==> src/rtl/astro_uart_pkg.sv <==
// Shared UART-link definitions: ASCII constants, parser/issue state
// encodings and node arithmetic used by the receive and transmit sides.
package astro_uart_pkg;

    localparam int NODE_W = 5;

    localparam logic [7:0] CH_P    = 8'h50;
    localparam logic [7:0] CH_DASH = 8'h2D;
    localparam logic [7:0] CH_HASH = 8'h23;
    localparam logic [7:0] CH_0    = 8'h30;
    localparam logic [7:0] CH_9    = 8'h39;

    typedef enum logic [3:0] {
        P_IDLE,
        P_DASH1,
        P_SP10,
        P_SP1,
        P_DASH2,
        P_EP10,
        P_EP1,
        P_DASH3,
        P_END
    } p_state_e;

    typedef enum logic {
        I_IDLE,
        I_BUSY
    } i_state_e;

    // Two decimal digits to a 7-bit node value: t*10 + o using shifts.
    function automatic logic [6:0] node_value(input logic [3:0] t, input logic [3:0] o);
        logic [6:0] t7;
        t7 = {3'b000, t};
        return (t7 << 3) + (t7 << 1) + {3'b000, o};
    endfunction

endpackage

==> src/rtl/uart_path_cmd_parser_if.sv <==
// Byte stream in from uart_rx, node request out to the CPU path planner.
interface uart_path_cmd_parser_if;
    import astro_uart_pkg::*;

    logic [7:0]        rx_msg;
    logic              rx_complete;
    logic              cpu_done;
    logic [NODE_W-1:0] SP;
    logic [NODE_W-1:0] EP;
    logic              CPU_start;
    logic              busy;
    logic              frame_err;

    modport master (
        output rx_msg, rx_complete, cpu_done,
        input  SP, EP, CPU_start, busy, frame_err
    );

    modport slave (
        input  rx_msg, rx_complete, cpu_done,
        output SP, EP, CPU_start, busy, frame_err
    );
endinterface

==> src/rtl/ascii_digit_check.sv <==
// Classifies a byte as an ASCII decimal digit and returns its value.
module ascii_digit_check
    import astro_uart_pkg::*;
(
    input  logic [7:0] ch,
    output logic       is_digit,
    output logic [3:0] value
);

    assign is_digit = (ch >= CH_0) && (ch <= CH_9);
    // Only meaningful when is_digit is set.
    assign value    = 4'(ch - CH_0);

endmodule

==> src/rtl/uart_path_cmd_parser.sv <==
// Parses "P-ss-ee-#" frames from the UART byte stream and issues start/end
// node pairs to the path planner, holding one pending request while busy.
module uart_path_cmd_parser
    import astro_uart_pkg::*;
#(
    parameter int NODE_COUNT     = 30,
    parameter int TIMEOUT_CYCLES = 50_000_000
) (
    input logic                    clk_50M,
    input logic                    reset,
    uart_path_cmd_parser_if.slave  bus
);

    localparam int TW = $clog2(TIMEOUT_CYCLES + 1);

    p_state_e          p_state_q, p_state_d;
    logic [3:0]        sp_tens_q, sp_tens_d;
    logic [3:0]        ep_tens_q, ep_tens_d;
    logic [NODE_W-1:0] sp_val_q,  sp_val_d;
    logic [NODE_W-1:0] ep_val_q,  ep_val_d;
    logic [TW-1:0]     timer_q,   timer_d;
    logic              frame_err_q, frame_err_d;

    i_state_e          i_state_q, i_state_d;
    logic [NODE_W-1:0] sp_q, sp_d;
    logic [NODE_W-1:0] ep_q, ep_d;
    logic              start_q, start_d;
    logic              busy_q,  busy_d;
    logic              pend_vld_q, pend_vld_d;
    logic [NODE_W-1:0] pend_sp_q,  pend_sp_d;
    logic [NODE_W-1:0] pend_ep_q,  pend_ep_d;

    logic       is_digit;
    logic [3:0] dig_val;
    logic [6:0] sp_node, ep_node;
    logic       frame_done;
    logic       timeout;

    ascii_digit_check u_digit (
        .ch       (bus.rx_msg),
        .is_digit (is_digit),
        .value    (dig_val)
    );

    assign sp_node = node_value(sp_tens_q, dig_val);
    assign ep_node = node_value(ep_tens_q, dig_val);

    // A byte arriving in the expiring cycle wins over the timeout.
    assign timeout = (p_state_q != P_IDLE) && !bus.rx_complete &&
                     (timer_q == TW'(TIMEOUT_CYCLES - 1));

    // Parser next state, digit capture, range check and inter-byte timer.
    always_comb begin
        logic bad;
        bad         = 1'b0;
        p_state_d   = p_state_q;
        sp_tens_d   = sp_tens_q;
        ep_tens_d   = ep_tens_q;
        sp_val_d    = sp_val_q;
        ep_val_d    = ep_val_q;
        frame_err_d = 1'b0;
        frame_done  = 1'b0;

        if (bus.rx_complete || p_state_q == P_IDLE) timer_d = '0;
        else                                        timer_d = timer_q + TW'(1);

        if (bus.rx_complete) begin
            case (p_state_q)
                P_IDLE:  if (bus.rx_msg == CH_P) p_state_d = P_DASH1;
                P_DASH1: if (bus.rx_msg == CH_DASH) p_state_d = P_SP10; else bad = 1'b1;
                P_SP10: begin
                    if (is_digit) begin
                        sp_tens_d = dig_val;
                        p_state_d = P_SP1;
                    end else bad = 1'b1;
                end
                P_SP1: begin
                    if (!is_digit) bad = 1'b1;
                    else if (sp_node >= 7'(NODE_COUNT)) begin
                        frame_err_d = 1'b1;
                        p_state_d   = P_IDLE;
                    end else begin
                        sp_val_d  = NODE_W'(sp_node);
                        p_state_d = P_DASH2;
                    end
                end
                P_DASH2: if (bus.rx_msg == CH_DASH) p_state_d = P_EP10; else bad = 1'b1;
                P_EP10: begin
                    if (is_digit) begin
                        ep_tens_d = dig_val;
                        p_state_d = P_EP1;
                    end else bad = 1'b1;
                end
                P_EP1: begin
                    if (!is_digit) bad = 1'b1;
                    else if (ep_node >= 7'(NODE_COUNT)) begin
                        frame_err_d = 1'b1;
                        p_state_d   = P_IDLE;
                    end else begin
                        ep_val_d  = NODE_W'(ep_node);
                        p_state_d = P_DASH3;
                    end
                end
                P_DASH3: if (bus.rx_msg == CH_DASH) p_state_d = P_END; else bad = 1'b1;
                P_END: begin
                    if (bus.rx_msg == CH_HASH) begin
                        frame_done = 1'b1;
                        p_state_d  = P_IDLE;
                    end else bad = 1'b1;
                end
                default: p_state_d = P_IDLE;
            endcase
        end else if (timeout) begin
            frame_err_d = 1'b1;
            p_state_d   = P_IDLE;
        end

        // An unexpected 'P' aborts the current frame and starts a new one.
        if (bad) begin
            frame_err_d = 1'b1;
            p_state_d   = (bus.rx_msg == CH_P) ? P_DASH1 : P_IDLE;
        end
    end

    // Issue FSM: launch immediately when idle, otherwise park in the pending slot.
    always_comb begin
        i_state_d  = i_state_q;
        sp_d       = sp_q;
        ep_d       = ep_q;
        start_d    = 1'b0;
        pend_vld_d = pend_vld_q;
        pend_sp_d  = pend_sp_q;
        pend_ep_d  = pend_ep_q;

        case (i_state_q)
            I_IDLE: begin
                if (frame_done) begin
                    sp_d      = sp_val_q;
                    ep_d      = ep_val_q;
                    start_d   = 1'b1;
                    i_state_d = I_BUSY;
                end
            end
            I_BUSY: begin
                if (bus.cpu_done) begin
                    // A frame finishing this cycle is newer than anything pending.
                    if (frame_done) begin
                        sp_d       = sp_val_q;
                        ep_d       = ep_val_q;
                        start_d    = 1'b1;
                        pend_vld_d = 1'b0;
                    end else if (pend_vld_q) begin
                        sp_d       = pend_sp_q;
                        ep_d       = pend_ep_q;
                        start_d    = 1'b1;
                        pend_vld_d = 1'b0;
                    end else begin
                        i_state_d  = I_IDLE;
                    end
                end else if (frame_done) begin
                    pend_vld_d = 1'b1;
                    pend_sp_d  = sp_val_q;
                    pend_ep_d  = ep_val_q;
                end
            end
            default: i_state_d = I_IDLE;
        endcase

        busy_d = (i_state_d == I_BUSY);
    end

    // State and output registers, synchronous reset.
    always_ff @(posedge clk_50M) begin
        if (reset) begin
            p_state_q   <= P_IDLE;
            sp_tens_q   <= '0;
            ep_tens_q   <= '0;
            sp_val_q    <= '0;
            ep_val_q    <= '0;
            timer_q     <= '0;
            frame_err_q <= 1'b0;
            i_state_q   <= I_IDLE;
            sp_q        <= '0;
            ep_q        <= '0;
            start_q     <= 1'b0;
            busy_q      <= 1'b0;
            pend_vld_q  <= 1'b0;
            pend_sp_q   <= '0;
            pend_ep_q   <= '0;
        end else begin
            p_state_q   <= p_state_d;
            sp_tens_q   <= sp_tens_d;
            ep_tens_q   <= ep_tens_d;
            sp_val_q    <= sp_val_d;
            ep_val_q    <= ep_val_d;
            timer_q     <= timer_d;
            frame_err_q <= frame_err_d;
            i_state_q   <= i_state_d;
            sp_q        <= sp_d;
            ep_q        <= ep_d;
            start_q     <= start_d;
            busy_q      <= busy_d;
            pend_vld_q  <= pend_vld_d;
            pend_sp_q   <= pend_sp_d;
            pend_ep_q   <= pend_ep_d;
        end
    end

    assign bus.SP        = sp_q;
    assign bus.EP        = ep_q;
    assign bus.CPU_start = start_q;
    assign bus.busy      = busy_q;
    assign bus.frame_err = frame_err_q;

endmodule

==> src/flat_wrapper.sv <==
// flat-port wrapper written by rule: the top's interface ports become plain ports
module uart_path_cmd_parser_flat import astro_uart_pkg::*;
#(
    parameter int NODE_COUNT     = 30,
    parameter int TIMEOUT_CYCLES = 50_000_000
)
  (clk_50M, reset, bus_rx_msg, bus_rx_complete, bus_cpu_done, bus_SP, bus_EP, bus_CPU_start, bus_busy, bus_frame_err);
  uart_path_cmd_parser_if bus_i ();
  input logic clk_50M;
  input logic reset;
  input wire logic [$bits(bus_i.rx_msg)-1:0] bus_rx_msg;
  input wire logic [$bits(bus_i.rx_complete)-1:0] bus_rx_complete;
  input wire logic [$bits(bus_i.cpu_done)-1:0] bus_cpu_done;
  output wire logic [$bits(bus_i.SP)-1:0] bus_SP;
  output wire logic [$bits(bus_i.EP)-1:0] bus_EP;
  output wire logic [$bits(bus_i.CPU_start)-1:0] bus_CPU_start;
  output wire logic [$bits(bus_i.busy)-1:0] bus_busy;
  output wire logic [$bits(bus_i.frame_err)-1:0] bus_frame_err;
  assign bus_i.rx_msg = bus_rx_msg;
  assign bus_i.rx_complete = bus_rx_complete;
  assign bus_i.cpu_done = bus_cpu_done;
  assign bus_SP = bus_i.SP;
  assign bus_EP = bus_i.EP;
  assign bus_CPU_start = bus_i.CPU_start;
  assign bus_busy = bus_i.busy;
  assign bus_frame_err = bus_i.frame_err;
  uart_path_cmd_parser #(.NODE_COUNT(NODE_COUNT), .TIMEOUT_CYCLES(TIMEOUT_CYCLES)) u_core (.clk_50M(clk_50M), .reset(reset), .bus(bus_i));
endmodule
==> config.mk <==
export PLATFORM = sky130hd
export DESIGN_NAME = uart_path_cmd_parser_flat
export DESIGN_NICKNAME = d
export VERILOG_FILES = /design/src/rtl/astro_uart_pkg.sv /design/src/rtl/uart_path_cmd_parser_if.sv /design/src/rtl/ascii_digit_check.sv /design/src/rtl/uart_path_cmd_parser.sv /design/src/flat_wrapper.sv
export SDC_FILE = /design/constraint.sdc
export NUM_CORES = 1
export LEC_CHECK = 0
export ABC_AREA = 1
export CORE_MARGIN = 5
export CORE_UTILIZATION = 53
export DETAILED_ROUTE_END_ITERATION = 16
export PLACE_DENSITY = 0.75
export SLEW_MARGIN = 25
export SYNTH_ARGS = -nofsm -noshare
export SYNTH_HDL_FRONTEND = slang
export SYNTH_SLANG_ARGS = --single-unit
==> constraint.sdc <==
create_clock -name clk_50M -period 2.4 [get_ports clk_50M]
set_input_delay 0.48 -clock clk_50M [delete_from_list [all_inputs] [get_ports clk_50M]]
set_output_delay 0.48 -clock clk_50M [all_outputs]
set_load 0.02 [all_outputs]
* Yosys cells after proc, flatten, opt, wreduce, memory -nomap -nowiden *
Index checks and enable logic that the tools add are counted.

word-level totals
  flip-flop bits (word level) = 72
  word-level logic and storage cells = 123
  input port bits = 12

operators by class
  mux-type cells = 51
  order comparisons = 4
  eq/ne operators = 24
  bitwise gates (word level) = 4
  reductions and logical operators = 20
  $add $sub $neg = 6

operator list
  operator                                                           count
  two-way mux 4 bit                                                  12
  two-way mux 5 bit                                                  8
  case mux 4 bit (9 select lines)                                    1
  != test 4 x 2 -> 1 bit, second input constant                      8
  adder 26 x 1 -> 26 bit, second input constant                      1
  == test 26 bit, second input constant                              1
  two-way mux 1 bit                                                  22
  case mux 5 bit (2 select lines)                                    2
  == test 4 x 3 -> 1 bit, second input constant                      4
  == test 8 x 6 -> 1 bit, second input constant                      2
  adder 7 x 4 -> 7 bit                                               2
  adder 7 x 5 -> 7 bit                                               2
  greater-or-equal comparator 7 x 5 -> 1 bit, second input constant  2
  AND reduction 3 bit                                                4
  AND reduction 10 bit                                               1
  == test 4 x 2 -> 1 bit, second input constant                      2
  == test 8 x 7 -> 1 bit, second input constant                      1
  greater-or-equal comparator 8 x 6 -> 1 bit, second input constant  1
  less-or-equal comparator 8 x 6 -> 1 bit, second input constant     1
  AND reduction 4 bit                                                2
  two-way mux 3 bit                                                  2
  case mux 1 bit (2 select lines)                                    3
  == test 4 x 1 -> 1 bit, second input constant                      1
  == test 4 bit, second input constant                               1
  other kinds (18)                                                   23

* Depth between registers and ports, before layout *
Gate-level depths: netlist (run 1).

  word-level depth = 8
  gate-level depth with buffers = 16
  gate-level depth less buffers = 16

* Modules after synthesis *
From an unflattened synthesis (run 1), not the netlist that was laid out.

unflattened totals
  cells, all modules = 575
  area total of the unflattened synthesis = 4048.9 µm²

by module, submodules not included
  module                area an instance (µm²)  sequential area each (µm²)  cells an instance  instances
  uart_path_cmd_parser  3988.8                  1441.4                      563                1
  ascii_digit_check     60.1                    0.0                         12                 1

* Worst setup path after synthesis (run 1) *
OpenSTA, ideal clock, no wires.

  kind = input port to flip-flop
  start = in bus_rx_msg[3]
  end = reg u_core.p_state_q[1]
  stages = 15
  buffers on the path = 0
  setup slack = 0.012 ns
  setup time = 0.113 ns
  data arrival time = 2.275 ns
  data required time = 2.287 ns
  cell sequence = inv_2 > fa_1 > inv_1 > fa_1 > inv_1 > nor2_1 > nand2_1 > nand2_1 > nor2_2 > nand3_2 > inv_2 > nor2_1 > nor2_1 > nor2_1 > nor2_1

between the ends
  longest elaborated chain between the ends = 8

ends and longest elaborated chain
  element                                     line                         source
  from (decl)                                 flat_wrapper.sv:11           input wire logic [$bits(bus_i.rx_msg)-1:0] bus_rx_msg;
  subtractor 4 x 1 -> 4 bit                   ascii_digit_check.sv:12      assign value = 4'(ch - CH_0);
  adder 7 x 4 -> 7 bit                        astro_uart_pkg.sv:34         return (t7 << 3) + (t7 << 1) + {3'b000, o};
  named net u_core.ep_node[3]                 uart_path_cmd_parser.sv:35   logic [6:0] sp_node, ep_node;
  greater-or-equal comparator 7 x 5 -> 1 bit  uart_path_cmd_parser.sv:96   else if (ep_node >= 7'(NODE_COUNT)) begin
  two-way mux 3 bit                           uart_path_cmd_parser.sv:96
  two-way mux 4 bit                           uart_path_cmd_parser.sv:95   if (!is_digit) bad = 1'b1;
  case mux 4 bit (9 select lines)             uart_path_cmd_parser.sv:68   case (p_state_q)
  two-way mux 4 bit                           uart_path_cmd_parser.sv:67   if (bus.rx_complete) begin
  two-way mux 4 bit                           uart_path_cmd_parser.sv:119  if (bad) begin
  to (signal assigned)                        uart_path_cmd_parser.sv:191  p_state_q <= p_state_d;
  to (decl)                                   uart_path_cmd_parser.sv:16   p_state_e p_state_q, p_state_d;

The timed path passes the listed nets, and every way through them passes these cells. The select of a mux whose other input is x is not followed.
A chain may end at the register's enable or synchronous reset.

* Worst setup path after layout (run 1) *
  start = in bus_rx_msg[2]
  end = reg u_core.ep_val_q[0]

between the ends
  longest elaborated chain between the ends = 5

ends and longest elaborated chain
  element                                     line                         source
  subtractor 4 x 1 -> 4 bit                   ascii_digit_check.sv:12
  adder 7 x 4 -> 7 bit                        astro_uart_pkg.sv:34
  named net u_core.ep_node[3]                 uart_path_cmd_parser.sv:35
  greater-or-equal comparator 7 x 5 -> 1 bit  uart_path_cmd_parser.sv:96
  inverter 1 bit (no line)                    -
  AND reduction 4 bit (no line)               -
  to (signal assigned)                        uart_path_cmd_parser.sv:195  ep_val_q <= ep_val_d;
  to (decl)                                   uart_path_cmd_parser.sv:20   logic [NODE_W-1:0] ep_val_q, ep_val_d;

The timed path passes the listed nets, and every way through them passes these cells.

==> results of run 1 <==
-- final cells by class --
| type | instances | area, sq um |
|---|---|---|
| Multi-Input combinational cell | 394 | 2220 |
| Clock buffer | 11 | 151 |
| Timing Repair Buffer | 55 | 478 |
| Fill cell | 639 | 2460 |
| Sequential cell | 72 | 1450 |
| Tap cell | 99 | 124 |
| Clock inverter | 4 | 76.3 |
| Inverter | 67 | 254 |
-- layout by cell type, fill, tap and decap left out, types with 3 or more instances in the layout --
| master | instances |
|---|---|
| nand3_1 | 34 |
| nand2_1 | 104 |
| fa_2 | 3 |
| inv_2 | 7 |
| o21ai_1 | 6 |
| nor4_1 | 3 |
| nand4_1 | 11 |
| a211oi_1 | 5 |
| nor2_4 | 4 |
| dfxtp_2 | 3 |
| ha_1 | 12 |
| clkdlybuf4s50_1 | 21 |
| nand3_2 | 6 |
| xor2_1 | 7 |
| dfxtp_1 | 69 |
| a21oi_1 | 40 |
| a21oi_2 | 4 |
| inv_1 | 59 |
| or2_2 | 10 |
| clkbuf_8 | 11 |
| nand2_2 | 8 |
| nor2_2 | 14 |
| nor2_1 | 67 |
| buf_4 | 30 |
| o21ai_0 | 23 |
| nor3_1 | 10 |
-- worst max-delay path, cell delays in order --
cell           delay (ns)
dlygate4sd2_1        0.26
buf_4                0.17
ha_4                 0.25
ha_2                 0.18
fa_2                 0.45
inv_2                0.05
nor2_1               0.03
nand2_1              0.07
nand2_1              0.06
nor2_2               0.09
nand3_2              0.14
inv_4                0.14
nand2_2              0.11
nor2_2               0.12
nor2_1               0.06
-- final timing paths --
path                        end  slack (ns)
max reg2reg  u_core.ep_val_q[0]        0.02
min           u_core.timer_q[0]        0.46
min reg2reg   u_core.timer_q[0]        0.46
max          u_core.ep_val_q[0]       -0.03
-- flip-flops by register name, indices dropped and copies added, names as in the netlist --
name / flops
u_core.timer_q: 26
u_core.bus.EP: 5
u_core.bus.SP: 5
u_core.ep_val_q: 5
u_core.pend_ep_q: 5
u_core.pend_sp_q: 5
u_core.sp_val_q: 5
u_core.ep_tens_q: 4
u_core.p_state_q: 4
u_core.sp_tens_q: 4
u_core.bus.CPU_start: 1
u_core.bus.frame_err: 1
u_core.i_state_q: 1
u_core.pend_vld_q: 1
-- power by group through the flow --
| stage | Clock (mW) | Sequential, mW | Combinational [mW] |
|---|---|---|---|
| 2_1_floorplan | 0 | 1.24 | 0.164 |
| 3_3_place_gp | 0 | 1.24 | 0.246 |
| 4_1_cts | 1.11 | 1.22 | 0.251 |
| 6_report | 1.10 | 1.22 | 0.267 |
| 5_1_grt | 1.16 | 1.22 | 0.299 |
| 3_5_place_dp | 0 | 1.24 | 0.248 |
-- metal layers --
| layer | track usage | routed length (microns) |
|---|---|---|
| met1 | 0.256 | 3950 |
| met4 | 0.104 | 301 |
| met3 | 0.0493 | 424 |
| met2 | 0.352 | 4520 |
| met5 | 0 | 0 |
-- cells by family (layout without fill, tap and decap cells) --
family,after synthesis,after routing,synth area share
buf+inv,79,137,0.0822
xor+xnor,9,9,0.0202
compound gates,84,84,0.116
flops,72,72,0.370
simple gates,281,282,0.343
fa+ha+maj,19,19,0.0687
-- Yosys cell counts --
master,instances,area share
o21ai_0,26,0.033
a21oi_2,3,0.0067
fa_1,4,0.021
or2_4,1,0.0022
buf_2,4,0.0051
nand3_4,2,0.0090
nor4_1,3,0.0048
nand3b_1,1,0.0019
nand4_1,11,0.018
xnor2_1,2,0.0045
nand3_2,4,0.010
xor2_1,7,0.016
buf_6,1,0.0029
nor2_4,3,0.0087
nand2_1,106,0.10
o211ai_1,1,0.0019
nor2_2,10,0.016
o21ai_1,5,0.0064
inv_1,62,0.060
ha_1,15,0.048
nor3b_4,1,0.0048
a31oi_1,2,0.0032
nor2_1,72,0.069
a21oi_1,41,0.053
or2_2,10,0.016
nor3_1,11,0.014
clkbuf_1,4,0.0038
nor3_2,1,0.0026
nand2_4,2,0.0058
dfxtp_1,72,0.37
nand3_1,36,0.046
a211oi_1,5,0.0096
nand2_2,5,0.0080
inv_2,5,0.0048
nor3b_1,2,0.0038
buf_4,3,0.0058
o21a_1,1,0.0019
-- through the flow --
| stage | utilization | instances |
|---|---|---|
| after floorplan | - | 544 |
| after global placement | 0.611 | 682 |
| after detailed placement | 0.611 | 682 |
| after CTS | 0.648 | 700 |
| after global routing | 0.659 | 702 |
| final | 0.659 | 702 |
-- repair_timing --
item | CTS | global route
setup endpoints to repair | 14 | 14
hold buffers | 0 | 0
gates cloned | 1 | 0
setup buffers | 2 | 2
pin swaps | 3 | 18
gates resized for setup | 15 | 22
==> metrics, run 1 <==
Layout Nets 630; Worst Hold Class reg -> reg; Clock power frac 0.426; number of max-cap violations 0; Gate power share 0.104; core box area around 7200 sq um; DP Wirelength approximately 6.6 mm; initial antenna violation count 0; Max Slew Vio Count 0; Syn Nets around 580; Final min period 2.43 ns; Netlist cell types 37; cell area after synthesis slightly below 4000 sq um; Max Fclk roughly 0.41 GHz; P_int just under 2 mW; full die area slightly above 9000 sq um; clock sink total between 70 and 80; Fin. Hold Viols 0; Setup WS pre-CTS -0.773 ns; largest net degree at the start of global routing 30; DRT iter0 DRCs slightly below 200; clk buf depth 2; Vias ~3700; Layout area overhead 21.9%; Lkg Pwr a little over 2 nW; total CTS buffers 9; slew of the pin with the lowest slew margin 0.651 ns; diode count 0; hold slack approximately 0.46 ns; Slew HR 0.565; first-pass GRT wire length roughly 15 mm; Root Buffer clkbuf_8; R2R depth 14; vias per inst ~5.3; grt ovf 0; failing checks setup timing; Initial Utilization 0.540; Worst Path Required about 2.7 ns; Die W between 90 and 100 microns; WP data arrival roughly 2.7 ns; final setup margin -0.0272 ns; sum of negative setup slack -0.0841 ns; startpoint types input port; crit end category flop; Worst-path clk slew 0.08 ns; status complete, but fails checks; post-synthesis sequential area ratio 0.370; final period utilization 1.01; CTS tree yes; yosys warns 0; gr usage total 0.211; htree depth 3; worst reg2reg path startpoint u_core.ep_tens_q[2]; IR drop worst, VDD about 0.27 mV; Worst Hold Depth 1; I/O pin total 25; Reg power frac 0.471; DR DRC count 0; Port Buffers 24; drt pass-1 iters 5; final instance area ~4800 sq um; DP Area ~4400 sq um; Antenna Violating Nets Remaining 0; Sw Pwr 0.637 mW; Design Power around 2.6 mW; Sw Share 0.247; Cell Pwr Density 543 nW/um^2; crit path kind in -> reg; Placer Congestion 0.897; syn avg cell area between 7 and 8 sq um; clk_skew ~0.0084 ns; clk_lat worst skew between 0.3 and 0.4 ns; min-delay src u_core.timer_q[0]; final setup fails 6; vias in the first global route about 3500; fraction of final layout cells sized beyond drive strength 1 0.199; Seq cells post-synth between 70 and 80; drt total wl between 9 and 10 mm; Rows 31; crit-path max FO 5; WL/cell around 13 microns; Die Ht between 90 and 100 microns; Crit. Startpoint bus_rx_msg[2]; Synth Instances ~540; RSZ-0062 raised after global routing true
(Power assumes the default switching activity.)
==> inputs of run 2 (changes only) <==
--- a/config.mk
+++ b/config.mk
@@ -6,6 +6,7 @@
 export NUM_CORES = 1
 export LEC_CHECK = 0
 export ABC_AREA = 1
+export CORE_ASPECT_RATIO = 1.4
 export CORE_MARGIN = 5
 export CORE_UTILIZATION = 53
 export DETAILED_ROUTE_END_ITERATION = 16
==> metrics, run 2 (same netlist as run 1, synthesis figures left out) <==
status finished clean; Port Buffers 24; Cell Pwr Density approximately 540 nW/um^2; DP Wirelength around 6.6 mm; total CTS buffers 9; clk buf depth 2; Worst Hold Class reg -> reg; first-pass GRT wire length 15.1 mm; Final min period 2.36 ns; sum of negative setup slack 0 ns; Initial Utilization 0.536; fin cells ~700; slew of the pin with the lowest slew margin 0.346 ns; htree depth 3; Root Buffer clkbuf_8; number of max-cap violations 0; Fin. Hold Viols 0; IR drop worst, VDD between 0.3 and 0.4 mV; vias per inst 5.15; P_int slightly below 2 mW; WP data arrival 2.60 ns; startpoint types flop; Slew HR 0.769; Worst Path Required roughly 2.6 ns; Design Power about 2.5 mW; largest reg by FF count u_core.timer_q; Worst-path clk slew 0.07 ns; Clock power frac 0.411; core box area between 7000 and 8000 sq um; # hold bufs at CTS 0; clock sink total between 70 and 80; Die Ht ~110 microns; Rows 37; gr usage total 0.208; fraction of final layout cells sized beyond drive strength 1 0.190; final instance area about 4700 sq um; multi-input combinational cell area around 2200 sq um; Vias roughly 3600; placed cells ~680; Antenna Violating Nets Remaining 0; initial antenna violation count 0; commonest non-fill, non-tap cell in the layout nand2_1; Sw Share 0.240; CTS tree yes; crit end category flop; max FFs per register 26; crit path kind reg -> reg; vias in the first global route ~3500; Placer Congestion ~0.92; drt total wl around 9.0 mm; full die area approximately 9200 sq um; Reg power frac 0.480; DR DRC count 0; register area about 1400 sq um; Sw Pwr 0.608 mW; clk_skew between 0.004 and 0.005 ns; Max Fclk approximately 0.42 GHz; Die W 82.5 microns; Gate power share 0.108; final period utilization 0.984; Max Slew Vio Count 0; final setup fails 0; drt pass-1 iters 4; Layout area overhead 21.1%; Layout Nets approximately 630; DP Area around 4400 sq um; crit-path max FO 5; WL/cell approximately 13 microns; RSZ-0062 raised after global routing true; DRT iter0 DRCs about 210; Lkg Pwr around 2.0 nW; I/O pin total 25; diode count 0; clk_lat worst skew about 0.34 ns; largest net degree at the start of global routing 27; most frequent cells in the layout nand2_1 (104), dfxtp_1 (70), nor2_1 (63); grt ovf 0; filler cell count 669
run 2: worst paths after layout:
check,from,endpoint,depth (start not counted),slack [ns]
worst max-delay path,u_core.sp_tens_q[0],u_core.sp_val_q[4],9,0.04
worst min-delay path,u_core.timer_q[0],u_core.timer_q[0],1,0.45
worst max register to register,u_core.sp_tens_q[0],u_core.sp_val_q[4],9,0.04
worst min register to register,u_core.timer_q[0],u_core.timer_q[0],1,0.45
run 2: critical path, stage by stage (launching register included):
cell and delay [ns]:
dfxtp_1 0.33, fa_1 0.51, fa_2 0.43, xor2_1 0.18, nand2_1 0.09, nand3_2 0.15
nor2_2 0.17, nand3_2 0.14, o21ai_1 0.20, a21oi_1 0.06
run 2: layout make-up:
class                           instances  share of cell area
Sequential cell                        72               0.306
Tap cell                               97              0.0257
Clock inverter                          3              0.0138
Multi-Input combinational cell        394               0.475
Clock buffer                           13              0.0315
Timing Repair Buffer                   52              0.0948
Inverter                               67              0.0538
run 2: stage by stage:
step,worst slack (ns),hold slack (ns),utilization
6_report,0.0386,0.453,0.650
2_1_floorplan,0.0123,0.418,-
3_3_place_gp,-0.840,0.427,0.603
3_5_place_dp,-0.857,0.439,0.603
5_1_grt,-0.0554,0.486,0.650
4_1_cts,0.0118,0.454,0.641
run 2: routing by layer:
layer  wire length (microns)  vias to the layer above  part of all wire  global-route usage
li1                        -                     1874                 -                   -
met3                     306                       19             0.034              0.0421
met1                    3790                     1634              0.42               0.246
met5                       0                        -                 0                   0
met4                     252                        0             0.028              0.0965
met2                    4610                       66              0.51               0.351
run 2: repair_timing:
item,in CTS,in global routing
pin swaps,7,5
hold endpoints to repair,0,0
endpoints found under the setup margin,14,14
cloned,0,1
buffers inserted,3,0
resized for setup,20,22
run 2: power by group through the flow:
stage	sequential [mW]	combinational (mW)	clock, mW
floorplan	1.24	0.164	0
global placement	1.24	0.252	0
detailed placement	1.24	0.255	0
CTS	1.22	0.264	1.07
global route	1.22	0.305	1.12
finish	1.22	0.275	1.04
